--- src/rtl/hexbus_pkg.sv ---
// ============================================================================
// hexbus_pkg : shared character constants and EOL mode encodings for the
//              hexbus response path.
// Revision   : 1.0
// ============================================================================
`default_nettype none

package hexbus_pkg;

  localparam logic [6:0] HB_CR   = 7'h0d;
  localparam logic [6:0] HB_LF   = 7'h0a;
  localparam logic [6:0] HB_IDLE = 7'h7f;

  typedef enum logic [1:0] {
    HB_EOL_NONE = 2'b00,
    HB_EOL_CR   = 2'b01,
    HB_EOL_LF   = 2'b10,
    HB_EOL_CRLF = 2'b11
  } hb_eol_e;

  // First character of a line-end sequence; only the LF-only mode opens with LF.
  function automatic logic [6:0] hb_first_eol(input hb_eol_e mode);
    return (mode == HB_EOL_LF) ? HB_LF : HB_CR;
  endfunction

endpackage

`default_nettype wire

--- src/rtl/hblinefmt_if.sv ---
// ============================================================================
// hblinefmt_if : character stream between the hexbus encoder, the line
//                formatter and the UART transmit FIFO.
// Revision     : 1.0
// ============================================================================
`default_nettype none

interface hblinefmt_if
  import hexbus_pkg::*;
#(
  parameter int DW = 7
);

  hb_eol_e         i_mode;
  logic            i_stb;
  logic [DW-1:0]   i_byte;
  logic            o_busy;
  logic            o_stb;
  logic [DW-1:0]   o_byte;
  logic            i_busy;

  modport slave (
    input  i_mode, i_stb, i_byte, i_busy,
    output o_busy, o_stb, o_byte
  );

  modport master (
    output i_mode, i_stb, i_byte, i_busy,
    input  o_busy, o_stb, o_byte
  );

endinterface

`default_nettype wire

--- src/rtl/hblinefmt.sv ---
// ============================================================================
// hblinefmt : registered line formatter; inserts CR/LF/CRLF line ends on
//             idle or after MAXLEN characters.
// Revision  : 1.0
// ============================================================================
`default_nettype none

module hblinefmt
  import hexbus_pkg::*;
#(
  parameter int DW          = 7,
  parameter int MAXLEN      = 64,
  parameter int IDLE_CYCLES = 0
) (
  input  logic        i_clk,
  input  logic        i_reset,
  hblinefmt_if.slave  bus
);

  localparam int CW = (MAXLEN > 0) ? $clog2(MAXLEN + 1) : 1;
  localparam int IW = (IDLE_CYCLES > 0) ? $clog2(IDLE_CYCLES + 1) : 1;

  localparam logic [CW-1:0] COL_WRAP  = CW'(MAXLEN);
  localparam logic [IW-1:0] IDLE_LIM  = IW'(IDLE_CYCLES);
  localparam logic [DW-1:0] BYTE_NONE = {DW{1'b1}};
  localparam logic [DW-1:0] BYTE_CR   = DW'(HB_CR);
  localparam logic [DW-1:0] BYTE_LF   = DW'(HB_LF);

  logic            o_stb_q,     o_stb_d;
  logic [DW-1:0]   o_byte_q,    o_byte_d;
  logic [CW-1:0]   col_q,       col_d;
  logic [IW-1:0]   idle_cnt_q,  idle_cnt_d;
  logic            eol2_pend_q, eol2_pend_d;
  logic            wrap_pend_q, wrap_pend_d;
  hb_eol_e         eol_mode_q,  eol_mode_d;

  logic            free;
  logic            idle_hit;
  logic [CW-1:0]   col_inc;
  logic            is_eol_char;

  assign free        = !o_stb_q || !bus.i_busy;
  assign col_inc     = col_q + CW'(1);
  assign is_eol_char = (bus.i_byte == BYTE_CR) || (bus.i_byte == BYTE_LF);
  assign idle_hit    = (idle_cnt_q == IDLE_LIM);

  assign bus.o_busy  = !free || eol2_pend_q || wrap_pend_q;
  assign bus.o_stb   = o_stb_q;
  assign bus.o_byte  = o_byte_q;

  always_comb begin
    o_stb_d     = o_stb_q;
    o_byte_d    = o_byte_q;
    col_d       = col_q;
    idle_cnt_d  = idle_cnt_q;
    eol2_pend_d = eol2_pend_q;
    wrap_pend_d = wrap_pend_q;
    eol_mode_d  = eol_mode_q;

    // Idle time is measured from acceptance: a stalled output is not idle.
    if (bus.i_stb || (o_stb_q && bus.i_busy)) begin
      idle_cnt_d = '0;
    end else if (!idle_hit) begin
      idle_cnt_d = idle_cnt_q + IW'(1);
    end

    if (free) begin
      if (eol2_pend_q) begin
        o_stb_d     = 1'b1;
        o_byte_d    = BYTE_LF;
        eol2_pend_d = 1'b0;
        col_d       = '0;
      end else if (wrap_pend_q) begin
        o_stb_d     = 1'b1;
        o_byte_d    = DW'(hb_first_eol(eol_mode_q));
        wrap_pend_d = 1'b0;
        if (eol_mode_q == HB_EOL_CRLF) begin
          eol2_pend_d = 1'b1;
        end else begin
          col_d = '0;
        end
      end else if (bus.i_stb) begin
        o_stb_d  = 1'b1;
        o_byte_d = bus.i_byte;
        if (is_eol_char) begin
          col_d = '0;
        end else begin
          // Saturate so a long unwrapped run in pass-through mode cannot alias to 0.
          if (col_q != {CW{1'b1}}) begin
            col_d = col_inc;
          end
          if ((MAXLEN != 0) && (bus.i_mode != HB_EOL_NONE) && (col_inc == COL_WRAP)) begin
            wrap_pend_d = 1'b1;
            eol_mode_d  = bus.i_mode;
          end
        end
      end else if (idle_hit && (col_q != '0) && (bus.i_mode != HB_EOL_NONE)) begin
        o_stb_d    = 1'b1;
        o_byte_d   = DW'(hb_first_eol(bus.i_mode));
        eol_mode_d = bus.i_mode;
        if (bus.i_mode == HB_EOL_CRLF) begin
          eol2_pend_d = 1'b1;
        end else begin
          col_d = '0;
        end
      end else begin
        o_stb_d  = 1'b0;
        o_byte_d = BYTE_NONE;
      end
    end
  end

  always_ff @(posedge i_clk) begin
    if (i_reset) begin
      o_stb_q     <= 1'b0;
      o_byte_q    <= BYTE_NONE;
      col_q       <= '0;
      idle_cnt_q  <= '0;
      eol2_pend_q <= 1'b0;
      wrap_pend_q <= 1'b0;
      eol_mode_q  <= HB_EOL_NONE;
    end else begin
      o_stb_q     <= o_stb_d;
      o_byte_q    <= o_byte_d;
      col_q       <= col_d;
      idle_cnt_q  <= idle_cnt_d;
      eol2_pend_q <= eol2_pend_d;
      wrap_pend_q <= wrap_pend_d;
      eol_mode_q  <= eol_mode_d;
    end
  end

endmodule

`default_nettype wire

--- src/flat_wrapper.sv ---
// flat-port wrapper written by rule: the top's interface ports become plain ports
module hblinefmt_flat import hexbus_pkg::*;
#(
  parameter int DW          = 7,
  parameter int MAXLEN      = 64,
  parameter int IDLE_CYCLES = 0
)
  (i_clk, i_reset, bus_i_mode, bus_i_stb, bus_i_byte, bus_i_busy, bus_o_busy, bus_o_stb, bus_o_byte);
  hblinefmt_if #(.DW(DW)) bus_i ();
  input  logic i_clk;
  input  logic i_reset;
  input wire logic [$bits(bus_i.i_mode)-1:0] bus_i_mode;
  input wire logic [$bits(bus_i.i_stb)-1:0] bus_i_stb;
  input wire logic [$bits(bus_i.i_byte)-1:0] bus_i_byte;
  input wire logic [$bits(bus_i.i_busy)-1:0] bus_i_busy;
  output wire logic [$bits(bus_i.o_busy)-1:0] bus_o_busy;
  output wire logic [$bits(bus_i.o_stb)-1:0] bus_o_stb;
  output wire logic [$bits(bus_i.o_byte)-1:0] bus_o_byte;
  assign bus_i.i_mode = bus_i_mode;
  assign bus_i.i_stb = bus_i_stb;
  assign bus_i.i_byte = bus_i_byte;
  assign bus_i.i_busy = bus_i_busy;
  assign bus_o_busy = bus_i.o_busy;
  assign bus_o_stb = bus_i.o_stb;
  assign bus_o_byte = bus_i.o_byte;
  hblinefmt #(.DW(DW), .MAXLEN(MAXLEN), .IDLE_CYCLES(IDLE_CYCLES)) u_core (.i_clk(i_clk), .i_reset(i_reset), .bus(bus_i));
endmodule
--- config.mk ---
export PLATFORM = sky130hd
export DESIGN_NAME = hblinefmt_flat
export DESIGN_NICKNAME = d
export VERILOG_FILES = /design/src/rtl/hexbus_pkg.sv /design/src/rtl/hblinefmt_if.sv /design/src/rtl/hblinefmt.sv /design/src/flat_wrapper.sv
export SDC_FILE = /design/constraint.sdc
export NUM_CORES = 1
export LEC_CHECK = 0
export ABC_CLOCK_PERIOD_IN_PS = 3600
export CORE_MARGIN = 2
export CORE_UTILIZATION = 55
export DETAILED_ROUTE_END_ITERATION = 10
export HOLD_SLACK_MARGIN = 0.08
export PLACE_DENSITY_LB_ADDON = 0.25
export SYNTH_ARGS = -nofsm -noshare
export SYNTH_HDL_FRONTEND = slang
export SYNTH_SLANG_ARGS = --single-unit
export TNS_END_PERCENT = 20
--- constraint.sdc ---
create_clock -name i_clk -period 3.6 [get_ports i_clk]
set_clock_uncertainty 0.15 [all_clocks]
set_input_delay 1.08 -clock i_clk [delete_from_list [all_inputs] [get_ports i_clk]]
set_output_delay 1.08 -clock i_clk [all_outputs]
set_load 0.05 [all_outputs]
* After elaboration in Yosys (flattened, before gate mapping)
Cells that the tools add are included.
Storage, ports and cells: logic and storage cells 77, flip-flop bits (word level) 20, input bits 13, output and inout bits 9
Operators by class: bitwise gates (word level) 3, muxes and demuxes 32, eq/ne operators 13, reduce and logical (&&, ||, !) cells 20, $add $sub $neg 2
Operator list (number):
- 2-to-1 mux 7 bit | 12
- == test 7 x 4 -> 1 bit, second input constant | 2
- 2-to-1 mux 1 bit | 14
- == test 2 bit, second input constant | 4
- 2-to-1 mux 2 bit | 4
- adder 7 x 1 -> 7 bit, second input constant | 1
- == test 7 bit, second input constant | 1
- != test 7 bit, second input constant | 1
- nonzero test 7 bit | 1
- 2-to-1 mux 3 bit | 2
- AND reduction 6 bit | 1
- logical OR 1 bit | 5
- != test 5 x 1 -> 1 bit, second input constant | 1
- AND reduction 5 bit | 1
- logical AND 1 bit | 4
- != test 4 x 2 -> 1 bit, second input constant | 1
- nonzero test 2 bit | 2
- nonzero test 4 bit | 1
- zero test 1 bit | 3
- != test 3 x 2 -> 1 bit, second input constant | 1
- inverter 1 bit | 3
- OR reduction 3 bit | 1
- != test 2 x 1 -> 1 bit, second input constant | 1
- != test 2 bit, second input constant | 1
- other kinds (2) | 2

* Longest topological paths before layout
depth in word-level cells 7, depth in mapped cells 8, mapped depth without buffers 7

* Worst setup path after synthesis
No wires, ideal clock.
kind input to output, start point in bus_i_busy, end point out bus_o_busy, stages on the path 3, setup slack 0.511 ns, arrival time 1.859 ns, data required time 2.370 ns, path through and2_1 -> nor3_1 -> inv_1
On the way: cells in the longest elaborated chain, start to end 5
Ends and longest elaborated chain:
- from (decl) | line flat_wrapper.sv:15 | input wire logic [$bits(bus_i.i_busy)-1:0] bus_i_busy;
- zero test 1 bit | line hblinefmt.sv:42 | assign free = !o_stb_q || !bus.i_busy;
- logical OR 1 bit | line hblinefmt.sv:42
- zero test 1 bit | line hblinefmt.sv:47 | assign bus.o_busy = !free || eol2_pend_q || wrap_pend_q;
- logical OR 1 bit (2 in a row) | line hblinefmt.sv:47
- to (decl) | line flat_wrapper.sv:16 | output wire logic [$bits(bus_i.o_busy)-1:0] bus_o_busy;
Every way passes these cells.

* Worst setup path in the final report
Ends and elaborated chain as after synthesis.

==> impl_metrics.tcl <==
set metrics [dict create \
    grt_max_degree 13 \
    firstDrtPassIters 4 \
    critPathMaxFanout 2 \
    cts_num_sinks 20 \
    die_h_um 51.29 \
    cts_setup_buffers 0 \
    synth_top_family_by_area "simple AND/OR/NAND/NOR gates" \
    die_x_um 51.29 \
    num_io_pins 22 \
    synth_cell_types 46 \
    synth_top_cell_area_share 0.3255 \
    ctsRootBufferMaster "clkbuf_4" \
    clk_pin_slew_ps 100 \
    cts_buffers 3 \
    synth-compound-area-share 0.2167 \
    vias 1165 \
    synth_enable_flop_cells 0 \
    drc 0 \
    synth.most_common_cell "dfxtp_1" \
    core_area_mm2 0.002170 \
    drtIter0Drc 16 \
    status "finished, final reports clean" \
    postRouteAntennaNets 0 \
    start_kind "input pin" \
    worst_slew_margin_rel 0.6627 \
    fin_tns_setup_ps 0 \
    nNetsFinal 184 \
    diodes 0 \
    netlist_area_mm2 0.001230 \
    yosysWarnings 0 \
    met3_usage 0.02924 \
    synth_area_leader_cell "dfxtp_1" \
    cts.hold.buffers_added 0 \
    yosys-mux-area-fraction 0.05697 \
    globalRouteMet1Util 0.2653 \
    rows 17 \
    critPathArrivalTime_ps 2160 \
    rsz0062_at_grt "no" \
    ir_drop_mv 0.2325 \
    wl_mm 2.974 \
    synth-seq-cells 20 \
    hp-class "flop to flop" \
    setup_viol 0 \
    hold_viol 0 \
    io_buffers 21 \
    synth.avg_cell_area_um2 8.661 \
    clock_latency_ps 310 \
    path_class "input pin to primary output" \
    required_ps 2370 \
    finalMaxSlewViolations 0 \
    yosys.area_share.simple 0.2798 \
    dp_hpwl_mm 2.318 \
    fin_ws_ps 213.4 \
    ys_seq_area_frac 0.3255 \
    cp-end-kind "primary output" \
    netlist_instances 142 \
    first_global_vias 1137 \
    synth_ff_type "dfxtp_1" \
    synthAdderAreaFrac 0.03052 \
    cts_resized 0 \
    start_util 0.5669 \
    post-route-period-util 0.9407 \
    max_freq_mhz 295.3 \
    dieArea_mm2 0.002631 \
    track_usage 0.2414 \
    clockBufferDepth 2 \
    syn_to_final_growth_pct 23.30 \
    cts_tree "built" \
    fin_crit_ps 3387 \
    globalRouteOverflowTotal 0 \
    place_ws_ps 206.4 \
    grt_busiest_layer "met2" \
    tightestPinTransition_ps 504.4 \
    drive_gt1_frac 0.1257 \
    power_leakage_uw 0.0005432 \
    gr-usage-met2 0.4437 \
    synth_commonest_cells "20 x dfxtp_1, 14 x nand2_1, 10 x nor3_1" \
    grt_antenna_before_repair 0 \
    p_per_area_mw_per_mm2 330.0 \
    finalWeightedCongestion 0.8974 \
    maxCapViolations 0 \
    synth_xor_area_frac 0.03561 \
    grt_pass1_wl_mm 4.740 \
    h-tree-depth 1 \
    synthArstFlopShare 0 \
    wl_per_cell_um 15.25 \
    synth_area_leaders "dfxtp_1 33%, nand2_1 4.3%, a221o_1 4.1%" \
    viasPerCell 5.974 \
    synthesis.nets 158 \
]
-- final timing paths --
check                           slack [ps]                                 to                         startpoint  cells past startpoint
worst max-delay path                   210                         bus_o_busy                         bus_i_busy                      5
worst min-delay path                   350  u_core.bus.o_byte[6]$_SDFFE_PP1N_  u_core.bus.o_byte[6]$_SDFFE_PP1N_                      1
worst max register to register        1180       u_core.col_q[1]$_SDFFE_PP0P_       u_core.col_q[0]$_SDFFE_PP0P_                      8
worst min register to register         350  u_core.bus.o_byte[6]$_SDFFE_PP1N_  u_core.bus.o_byte[6]$_SDFFE_PP1N_                      1
-- metrics by stage --
step           total power [uW]  utilization  std cells  cell area, um^2  hold slack, ps
3_5_place_dp              371.1       0.6822        191             1480           329.1
6_report                  500.4       0.6990        195             1516           353.1
5_1_grt                   518.1       0.6990        195             1516           372.4
2_1_floorplan             324.6            -        142             1230           328.1
4_1_cts                   503.1       0.6990        195             1516           354.3
3_3_place_gp              367.7       0.6822        191             1480           320.4
-- cell usage in the layout (no fill, tap or decap), drive strengths merged, types with 3 or more instances in the layout --
cell type      count
a21oi              7
a221o              5
buf                8
clkbuf             4
clkdlybuf4s50     20
dfxtp             20
ha                 3
inv                5
mux2i              4
nand2             14
nand2b             5
nand3              7
nor2               9
nor2b              5
nor3              10
o21ai              3
xnor2              4
-- critical path, stage by stage --
cell	delay (ps)
clkdlybuf4s50_1	410
and2_1	170
nor3_1	200
inv_1	100
buf_4	200
-- cell type report --
cell class	count	area (um^2)
multi-input combinational	110	765.7
inverter	5	18.77
clock buffer	4	36.28
timing repair buffer	28	260.3
fill	198	653.1
tap	28	35.03
sequential	20	400.4
-- registers in the layout, indices dropped and copies added, names as in the netlist --
signal and cells:
u_core.bus.o_stb 1, u_core.wrap_pend_q 1, u_core.idle_cnt_q 1, u_core.eol_mode_q 2, u_core.col_q 7, u_core.eol2_pend_q 1, u_core.bus.o_byte 7
-- cells by family after synthesis --
| family | after synthesis |
|---|---|
| muxes | 6 |
| other | 1 |
| DFF | 20 |
| and+or+nand+nor | 63 |
| buffers and inverters | 12 |
| AOI/OAI and AO/OA | 32 |
| xor gates and xnor gates | 5 |
| adders and majority gates | 3 |
-- per-layer routing --
metal / up-vias / routed length (um)
li1: 574 / -
met1: 563 / 1291
met2: 24 / 1551
met3: 4 / 94
met4: 0 / 37
met5: - / 0
-- power by group --
group          total (uW)  switching [uW]  internal, uW
sequential            244            9.58           234
combinational         123            68.2          54.5
clock                 134            71.9          61.8
Note: power is estimated with default switching activity, not from simulation.
